[config.mk]
export PLATFORM = sky130hd
export DESIGN_NAME = selecionador_estoque_flat
export DESIGN_NICKNAME = d
export VERILOG_FILES = /design/src/rtl/selecionador_estoque_if.sv /design/src/rtl/selecionador_estoque.sv /design/src/flat_wrapper.sv
export SDC_FILE = /design/constraint.sdc
export NUM_CORES = 1
export LEC_CHECK = 0
export CORE_MARGIN = 8
export CORE_UTILIZATION = 40
export DETAILED_ROUTE_END_ITERATION = 8
export PLACE_DENSITY = 0.59
export SYNTH_ARGS = -nofsm -noshare
export SYNTH_HDL_FRONTEND = slang
export SYNTH_SLANG_ARGS = --single-unit
[constraint.sdc]
create_clock -name clk -period 2 [get_ports clk]
set_input_delay 0.4 -clock clk [delete_from_list [all_inputs] [get_ports clk]]
set_output_delay 0.4 -clock clk [all_outputs]
set_load 0.01 [all_outputs]
[src/rtl/selecionador_estoque_if.sv]
// -----------------------------------------------------------------------------
// selecionador_estoque_if
// Bundle of every non-clock signal of the product selector.
//   master : keypad / payment / programming side (drives requests)
//   slave  : the selector itself (drives lookup results and pulses)
// Signals:
//   sel_valid/sel_ready, linha, coluna : selection handshake
//   rsp_valid, cod, valor, existe, disponivel : lookup result
//   confirma, cancela : payment side decision while rsp_valid is high
//   liberado, erro : one-cycle outcome pulses
//   prog_en, prog_addr, prog_price, prog_stock : run-time table write
//   vendas : completed-sale counter
// -----------------------------------------------------------------------------
interface selecionador_estoque_if #(
  parameter int ROW_W    = 2,
  parameter int COL_W    = 2,
  parameter int PRICE_W  = 3,
  parameter int STOCK_W  = 4,
  parameter int VENDAS_W = 8
);
  logic                     sel_valid;
  logic                     sel_ready;
  logic [ROW_W-1:0]         linha;
  logic [COL_W-1:0]         coluna;
  logic                     rsp_valid;
  logic [ROW_W+COL_W-1:0]   cod;
  logic [PRICE_W-1:0]       valor;
  logic                     existe;
  logic                     disponivel;
  logic                     confirma;
  logic                     cancela;
  logic                     liberado;
  logic                     erro;
  logic                     prog_en;
  logic [ROW_W+COL_W-1:0]   prog_addr;
  logic [PRICE_W-1:0]       prog_price;
  logic [STOCK_W-1:0]       prog_stock;
  logic [VENDAS_W-1:0]      vendas;

  modport master (
    output sel_valid, linha, coluna, confirma, cancela,
           prog_en, prog_addr, prog_price, prog_stock,
    input  sel_ready, rsp_valid, cod, valor, existe, disponivel,
           liberado, erro, vendas
  );

  modport slave (
    input  sel_valid, linha, coluna, confirma, cancela,
           prog_en, prog_addr, prog_price, prog_stock,
    output sel_ready, rsp_valid, cod, valor, existe, disponivel,
           liberado, erro, vendas
  );
endinterface

[src/rtl/selecionador_estoque.sv]
// -----------------------------------------------------------------------------
// selecionador_estoque
// Vending-machine product selector with per-slot price and stock tables.
// A selection {linha, coluna} is accepted in IDLE, looked up for one cycle
// (LOOKUP) and presented in RESP until the payment side confirms, cancels,
// or the wait times out. A confirmed sale on an available slot decrements
// its stock, pulses liberado and bumps the sale counter; any other confirm
// or a timeout pulses erro.
// Ports:
//   clk : clock
//   rst : synchronous active-high reset (restores catalogue and stock)
//   bus : selecionador_estoque_if.slave, all handshake/result/programming
// -----------------------------------------------------------------------------
module selecionador_estoque #(
  parameter int ROW_W      = 2,
  parameter int COL_W      = 2,
  parameter int PRICE_W    = 3,
  parameter int STOCK_W    = 4,
  parameter int STOCK_INIT = 4,
  // Slot i price lives at bits [i*PRICE_W +: PRICE_W]; listed slot 15 first.
  parameter logic [(2**(ROW_W+COL_W))*PRICE_W-1:0] PRICE_INIT = {
    3'd5, 3'd4, 3'd3, 3'd1,   // slots 15..12
    3'd0, 3'd0, 3'd5, 3'd2,   // slots 11..8
    3'd0, 3'd0, 3'd1, 3'd6,   // slots 7..4
    3'd0, 3'd0, 3'd0, 3'd2    // slots 3..0
  },
  parameter int TIMEOUT    = 255,
  parameter int VENDAS_W   = 8
) (
  input logic                  clk,
  input logic                  rst,
  selecionador_estoque_if.slave bus
);

  localparam int AW = ROW_W + COL_W;
  localparam int N  = 2**AW;
  // Wait counter only needs to reach TIMEOUT; keep at least one bit.
  localparam int TW = (TIMEOUT > 0) ? $clog2(TIMEOUT + 1) : 1;

  typedef enum logic [1:0] {
    IDLE   = 2'd0,
    LOOKUP = 2'd1,
    RESP   = 2'd2
  } state_t;

  state_t                state_q;
  logic [AW-1:0]         cod_q;
  logic [PRICE_W-1:0]    valor_q;
  logic                  existe_q;
  logic                  disponivel_q;
  logic                  rsp_valid_q;
  logic                  liberado_q;
  logic                  erro_q;
  logic [VENDAS_W-1:0]   vendas_q;
  logic [TW-1:0]         wait_q;

  // Slot tables: reset-initialised, so they live in registers.
  logic [PRICE_W-1:0]    price_q   [N];
  logic [STOCK_W-1:0]    stock_q   [N];
  logic [PRICE_W-1:0]    price_d   [N];
  logic [STOCK_W-1:0]    stock_d   [N];
  logic [PRICE_W-1:0]    price_rst [N];
  logic [STOCK_W-1:0]    stock_rst [N];

  logic                  sel_ready;
  logic                  sel_fire;
  logic                  prog_wr;
  logic                  sale_fire;
  logic                  timeout_hit;
  logic [PRICE_W-1:0]    lookup_price;
  logic [STOCK_W-1:0]    lookup_stock;

  // Programming owns the IDLE cycle, so a selection cannot be taken with it.
  assign sel_ready   = (state_q == IDLE) && !bus.prog_en;
  assign sel_fire    = sel_ready && bus.sel_valid;
  assign prog_wr     = (state_q == IDLE) && bus.prog_en;
  // cancela wins over confirma; disponivel_q guarantees stock is nonzero.
  assign sale_fire   = (state_q == RESP) && !bus.cancela && bus.confirma && disponivel_q;
  assign timeout_hit = (TIMEOUT != 0) && (wait_q == TW'(TIMEOUT));

  assign lookup_price = price_q[cod_q];
  assign lookup_stock = stock_q[cod_q];

  // Per-slot reset values and next-state: programming and sale decrement
  // are mutually exclusive (IDLE vs RESP), so no arbitration is needed.
  for (genvar gi = 0; gi < N; gi++) begin : g_slot
    assign price_rst[gi] = PRICE_INIT[gi*PRICE_W +: PRICE_W];
    assign stock_rst[gi] = (price_rst[gi] != '0) ? STOCK_W'(STOCK_INIT) : '0;

    always_comb begin
      price_d[gi] = price_q[gi];
      stock_d[gi] = stock_q[gi];
      if (prog_wr && (bus.prog_addr == AW'(gi))) begin
        price_d[gi] = bus.prog_price;
        stock_d[gi] = bus.prog_stock;
      end else if (sale_fire && (cod_q == AW'(gi))) begin
        stock_d[gi] = stock_q[gi] - STOCK_W'(1);
      end
    end
  end

  always_ff @(posedge clk) begin
    if (rst) begin
      price_q <= price_rst;
      stock_q <= stock_rst;
    end else begin
      price_q <= price_d;
      stock_q <= stock_d;
    end
  end

  // Control FSM with registered result and pulse outputs.
  always_ff @(posedge clk) begin
    if (rst) begin
      state_q      <= IDLE;
      cod_q        <= '0;
      valor_q      <= '0;
      existe_q     <= 1'b0;
      disponivel_q <= 1'b0;
      rsp_valid_q  <= 1'b0;
      liberado_q   <= 1'b0;
      erro_q       <= 1'b0;
      vendas_q     <= '0;
      wait_q       <= '0;
    end else begin
      liberado_q <= 1'b0;
      erro_q     <= 1'b0;
      case (state_q)
        IDLE: begin
          if (sel_fire) begin
            cod_q   <= {bus.linha, bus.coluna};
            state_q <= LOOKUP;
          end
        end
        LOOKUP: begin
          valor_q      <= lookup_price;
          existe_q     <= (lookup_price != '0);
          disponivel_q <= (lookup_price != '0) && (lookup_stock != '0);
          rsp_valid_q  <= 1'b1;
          wait_q       <= '0;
          state_q      <= RESP;
        end
        RESP: begin
          if (bus.cancela) begin
            rsp_valid_q <= 1'b0;
            state_q     <= IDLE;
          end else if (bus.confirma) begin
            if (disponivel_q) begin
              liberado_q <= 1'b1;
              vendas_q   <= vendas_q + VENDAS_W'(1);
            end else begin
              erro_q <= 1'b1;
            end
            rsp_valid_q <= 1'b0;
            state_q     <= IDLE;
          end else if (timeout_hit) begin
            erro_q      <= 1'b1;
            rsp_valid_q <= 1'b0;
            state_q     <= IDLE;
          end else begin
            wait_q <= wait_q + TW'(1);
          end
        end
        default: begin
          rsp_valid_q <= 1'b0;
          state_q     <= IDLE;
        end
      endcase
    end
  end

  assign bus.sel_ready  = sel_ready;
  assign bus.rsp_valid  = rsp_valid_q;
  assign bus.cod        = cod_q;
  assign bus.valor      = valor_q;
  assign bus.existe     = existe_q;
  assign bus.disponivel = disponivel_q;
  assign bus.liberado   = liberado_q;
  assign bus.erro       = erro_q;
  assign bus.vendas     = vendas_q;

endmodule

[src/flat_wrapper.sv]
// flat-port wrapper written by rule: the top's interface ports become plain ports
module selecionador_estoque_flat 
#(
  parameter int ROW_W      = 2,
  parameter int COL_W      = 2,
  parameter int PRICE_W    = 3,
  parameter int STOCK_W    = 4,
  parameter int STOCK_INIT = 4,
                                                                             
  parameter logic [(2**(ROW_W+COL_W))*PRICE_W-1:0] PRICE_INIT = {
    3'd5, 3'd4, 3'd3, 3'd1,                  
    3'd0, 3'd0, 3'd5, 3'd2,                 
    3'd0, 3'd0, 3'd1, 3'd6,                
    3'd0, 3'd0, 3'd0, 3'd2                 
  },
  parameter int TIMEOUT    = 255,
  parameter int VENDAS_W   = 8
)
  (clk, rst, bus_sel_valid, bus_linha, bus_coluna, bus_confirma, bus_cancela, bus_prog_en, bus_prog_addr, bus_prog_price, bus_prog_stock, bus_sel_ready, bus_rsp_valid, bus_cod, bus_valor, bus_existe, bus_disponivel, bus_liberado, bus_erro, bus_vendas);
  selecionador_estoque_if #(.ROW_W(ROW_W), .COL_W(COL_W), .PRICE_W(PRICE_W), .STOCK_W(STOCK_W), .VENDAS_W(VENDAS_W)) bus_i ();
  input logic clk;
  input logic rst;
  input wire logic [$bits(bus_i.sel_valid)-1:0] bus_sel_valid;
  input wire logic [$bits(bus_i.linha)-1:0] bus_linha;
  input wire logic [$bits(bus_i.coluna)-1:0] bus_coluna;
  input wire logic [$bits(bus_i.confirma)-1:0] bus_confirma;
  input wire logic [$bits(bus_i.cancela)-1:0] bus_cancela;
  input wire logic [$bits(bus_i.prog_en)-1:0] bus_prog_en;
  input wire logic [$bits(bus_i.prog_addr)-1:0] bus_prog_addr;
  input wire logic [$bits(bus_i.prog_price)-1:0] bus_prog_price;
  input wire logic [$bits(bus_i.prog_stock)-1:0] bus_prog_stock;
  output wire logic [$bits(bus_i.sel_ready)-1:0] bus_sel_ready;
  output wire logic [$bits(bus_i.rsp_valid)-1:0] bus_rsp_valid;
  output wire logic [$bits(bus_i.cod)-1:0] bus_cod;
  output wire logic [$bits(bus_i.valor)-1:0] bus_valor;
  output wire logic [$bits(bus_i.existe)-1:0] bus_existe;
  output wire logic [$bits(bus_i.disponivel)-1:0] bus_disponivel;
  output wire logic [$bits(bus_i.liberado)-1:0] bus_liberado;
  output wire logic [$bits(bus_i.erro)-1:0] bus_erro;
  output wire logic [$bits(bus_i.vendas)-1:0] bus_vendas;
  assign bus_i.sel_valid = bus_sel_valid;
  assign bus_i.linha = bus_linha;
  assign bus_i.coluna = bus_coluna;
  assign bus_i.confirma = bus_confirma;
  assign bus_i.cancela = bus_cancela;
  assign bus_i.prog_en = bus_prog_en;
  assign bus_i.prog_addr = bus_prog_addr;
  assign bus_i.prog_price = bus_prog_price;
  assign bus_i.prog_stock = bus_prog_stock;
  assign bus_sel_ready = bus_i.sel_ready;
  assign bus_rsp_valid = bus_i.rsp_valid;
  assign bus_cod = bus_i.cod;
  assign bus_valor = bus_i.valor;
  assign bus_existe = bus_i.existe;
  assign bus_disponivel = bus_i.disponivel;
  assign bus_liberado = bus_i.liberado;
  assign bus_erro = bus_i.erro;
  assign bus_vendas = bus_i.vendas;
  selecionador_estoque #(.ROW_W(ROW_W), .COL_W(COL_W), .PRICE_W(PRICE_W), .STOCK_W(STOCK_W), .STOCK_INIT(STOCK_INIT), .PRICE_INIT(PRICE_INIT), .TIMEOUT(TIMEOUT), .VENDAS_W(VENDAS_W)) u_core (.clk(clk), .rst(rst), .bus(bus_i));
endmodule
==> flow_summary.json <==
{
  "setup_ws_ps": 4.57,
  "antenna_cells": 0,
  "grt_pass1_wl_microns": 33700,
  "synth_fa_ha_area_frac": 0.0315,
  "placed_cell_area_sq_um": 8660,
  "rsz0062_at_grt": "true",
  "cpMostUsedCell": "buf_6",
  "antenna_found_initial": 0,
  "grtUsageTotal": 0.192,
  "met1_usage": 0.263,
  "post-route-drc-count": 0,
  "numCtsBuffers": 17,
  "die_area_sq_um": 22400,
  "reg2reg_from": "u_core.bus.cod[0]",
  "syn_nets": 879,
  "portBuffers": 41,
  "p_switching_mw": 1.76,
  "cpMaxStageDelayCell": "dfxtp_4",
  "preCtsSetupSlack_ps": -411,
  "p_comb_frac": 0.100,
  "path_cells": "buf_12 -> buf_6 -> buf_8 -> nand2b_4 -> buf_6 -> nor4_4 -> nand2_1 -> xor2_1 -> a211oi_1",
  "nNetsFinal": 1022,
  "ys_async_sr_fraction": 0,
  "vias_per_cell": 5.42,
  "critical_path_arrival_ps": 2320,
  "slew_viol_final": 0,
  "grt_most_used_layer": "met2",
  "outcome": "finished, final reports clean",
  "die_x_microns": 150,
  "relSlewSlack": 0.465,
  "syn-cell-area_sq_um": 7150,
  "hold_depth": 2,
  "dp_hpwl_microns": 14700,
  "clock-sinks": 142,
  "reg2reg_depth": 9,
  "period_minus_slack_ps": 2000,
  "synth.distinct_cells": 54,
  "yosys.area_share.xor_xnor": 0.0465,
  "postLayoutCellArea_sq_um": 9540,
  "critPathRequiredTime_ps": 2330,
  "synthSimpleGateAreaFrac": 0.248,
  "grt.overflow.total": 0,
  "cts_hold_buf": 0,
  "muxShareOfSynthArea": 0.0763,
  "clkLatencyLatePin_ps": 420,
  "cp-end-kind": "register",
  "holdPathEnd": "u_core.bus.vendas[7]",
  "clkTransAtPathRegs_ps": 60,
  "postSynthCellCount": 840,
  "met2_usage": 0.304,
  "synthFlopType": "dfxtp_1",
  "syn2layout_area_growth_pct": 33.4,
  "worst_hold_path_type": "in -> reg",
  "crit_path_start_kind": "register",
  "drive_above_1_share": 0.234,
  "finalSetupViolCount": 0,
  "r2r_end": "u_core.stock_q[38]",
  "gp_congestion": 0.841,
  "ios": 42,
  "synth_compound_area_frac": 0.149,
  "crit_buf_inv": 4,
  "hold_viol": 0,
  "hold_slack_ps": 323,
  "dr.first_iter.drc_count": 485,
  "grt_max_degree": 72,
  "max_freq_mhz": 501,
  "cts-root-buf": "clkbuf_16",
  "drv_cap": 0,
  "cts_tree": "yes",
  "power_density_nw_per_um2": 729,
  "utilization": 0.537,
  "worst_slew_pin_slew_ps": 801,
  "dieHeight_microns": 150,
  "worstHoldStart": "rst",
  "fin_crit_sh": 0.998,
  "avgSynthCellArea_sq_um": 8.51,
  "crit_type": "reg -> reg",
  "p_leak_nw": 3.49,
  "design.core.area_sq_um": 17800,
  "rows": 49,
  "routed_wl_microns": 21300,
  "r2r_slack_ps": 5,
  "finClkSkew_ps": 11.9,
  "grt.met3_usage": 0.0354,
  "synth_edf_count": 0,
  "yosysSeqAreaShare": 0.397,
  "yosys_warnings": 0,
  "crit_fanout": 6,
  "cp_top_family": "simple AND/OR/NAND/NOR gates",
  "synth_top_cell_area_share": 0.397,
  "ys_seq_elements": 142,
  "p_sw_frac": 0.252,
  "initial_core_util": 0.402,
  "cpPeakStageDelay_ps": 360,
  "vias": 6634,
  "h-tree-depth": 4,
  "ir_worst_vdd_mv": 0.647,
  "firstDrtPassIters": 5,
  "seqPwrFrac": 0.418,
  "synth_top_area_cell": "dfxtp_1",
  "ant_nets": 0,
  "pwr-share-clk": 0.482,
  "synth_area_leaders": "dfxtp_1 (40%), nand2_1 (6.6%), a21oi_1 (4.5%)",
  "grt_pass1_vias": 6203,
  "cts_buffer_depth": 2,
  "synth_top_family_by_area": "simple AND/OR/NAND/NOR gates",
  "routedWlPerCell_microns": 17.4,
  "intPower_mw": 5.20
}
## metal layers
metal,routed length (microns),vias to the layer above
met5,0,-
met3,1060,23
met1,10000,3162
li1,-,3279
met2,9880,170
met4,340,0
## synth_stat cells (2+ instances only)
master	number
o21ai_0	16
or4_1	2
nor4_1	14
or3_1	14
and3_1	3
nand4_1	2
buf_1	4
nor3_2	4
a22oi_1	10
xnor2_1	9
nor4_4	8
a211oi_1	22
a21o_1	5
nand2b_1	7
or2_2	3
clkbuf_1	38
o2111ai_1	4
o221ai_1	6
mux2i_1	23
inv_1	37
mux4_2	14
nor2b_1	4
nor4_2	2
a2bb2oi_1	5
a21oi_1	65
nor2_1	78
ha_1	18
dfxtp_1	142
buf_2	4
nand2_1	126
a31oi_1	12
o211ai_1	15
xor2_1	29
nand3_1	44
nor3_1	24
nor3b_1	3
and2_1	4
buf_6	3
buf_4	2
## through the flow
step / TNS, ps / power [mW] / instances
3_5_place_dp: -33970 / 3.61 / 1187
6_report: 0 / 6.96 / 1225
5_1_grt: -232 / 7.18 / 1225
3_3_place_gp: -30990 / 3.60 / 1187
4_1_cts: -41.9 / 6.98 / 1222
2_1_floorplan: 0 / 3.29 / 840
## state kept, by name, summed over array words and instances, names as in the netlist
signal	count
u_core.bus.vendas	8
u_core.price_q	48
u_core.bus.erro	1
u_core.stock_q	64
u_core.bus.liberado	1
u_core.bus.cod	4
u_core.state_q	2
u_core.bus.existe	1
u_core.bus.rsp_valid	1
u_core.bus.disponivel	1
u_core.bus.valor	3
u_core.wait_q	8
## power by group through the flow
stage               Clock [mW]  Combinational [mW]  Sequential [mW]
finish                    3.36               0.692             2.91
global route              3.53               0.736             2.91
CTS                       3.40               0.674             2.91
detailed placement           0               0.638             2.97
global placement             0               0.636             2.97
floorplan                    0               0.322             2.96
## kinds of logic after synthesis
family,after synthesis
fa+ha+maj,18
buf+inv,89
compound gates,167
simple gates,349
mux,37
xor+xnor,38
flops,142
## worst max-delay path by stage
stage,startpoint,to,slack [ps],cells past startpoint
after floorplan,bus_cancela,u_core.stock_q[11],30,7
after global placement,bus_cancela,u_core.stock_q[4],-390,8
after detailed placement,bus_cancela,u_core.stock_q[34],-410,7
after CTS,u_core.bus.cod[0],u_core.bus.valor[1],-40,9
after global routing,u_core.bus.cod[0],u_core.stock_q[38],-50,9
final,u_core.bus.cod[0],u_core.stock_q[38],5,9
## layout by cell type (no fill, tap or decap), types with 5 or more instances in the layout
cell type,count
inv_1,37
nand3_1,43
buf_6,6
o221ai_1,6
mux2i_1,23
a22oi_1,5
nor3_1,22
buf_12,8
a211oi_1,19
or3_1,14
buf_4,120
nor4_4,10
nand2_2,6
ha_1,18
nand2_1,120
xor2_1,29
a31oi_1,12
a21o_1,5
clkdlybuf4s50_1,38
nor2_1,77
a21oi_1,64
a2bb2oi_1,5
mux4_2,14
nor3_2,6
dfxtp_1,137
a22oi_2,5
nor4_1,13
clkbuf_16,17
o21ai_0,13
xnor2_1,8
nand2b_1,6
o211ai_1,15
## final cells by class
| type | count | area [sq um] |
|---|---|---|
| fill | 1660 | 8240 |
| inverter | 38 | 143 |
| tap | 229 | 287 |
| multi-input combinational | 609 | 4090 |
| clock buffer | 18 | 439 |
| clock inverter | 14 | 181 |
| timing repair buffer | 175 | 1550 |
| sequential | 142 | 2850 |
## repair_timing
action | in CTS | in global routing
endpoints found under the hold margin | 0 | 0
setup buffers | 2 | 4
endpoints found under the setup margin | 28 | 57
pin swaps | 7 | 35
cloned | 1 | 0
gates resized for setup | 21 | 33
No activity file was read; power rests on OpenSTA's default activity.
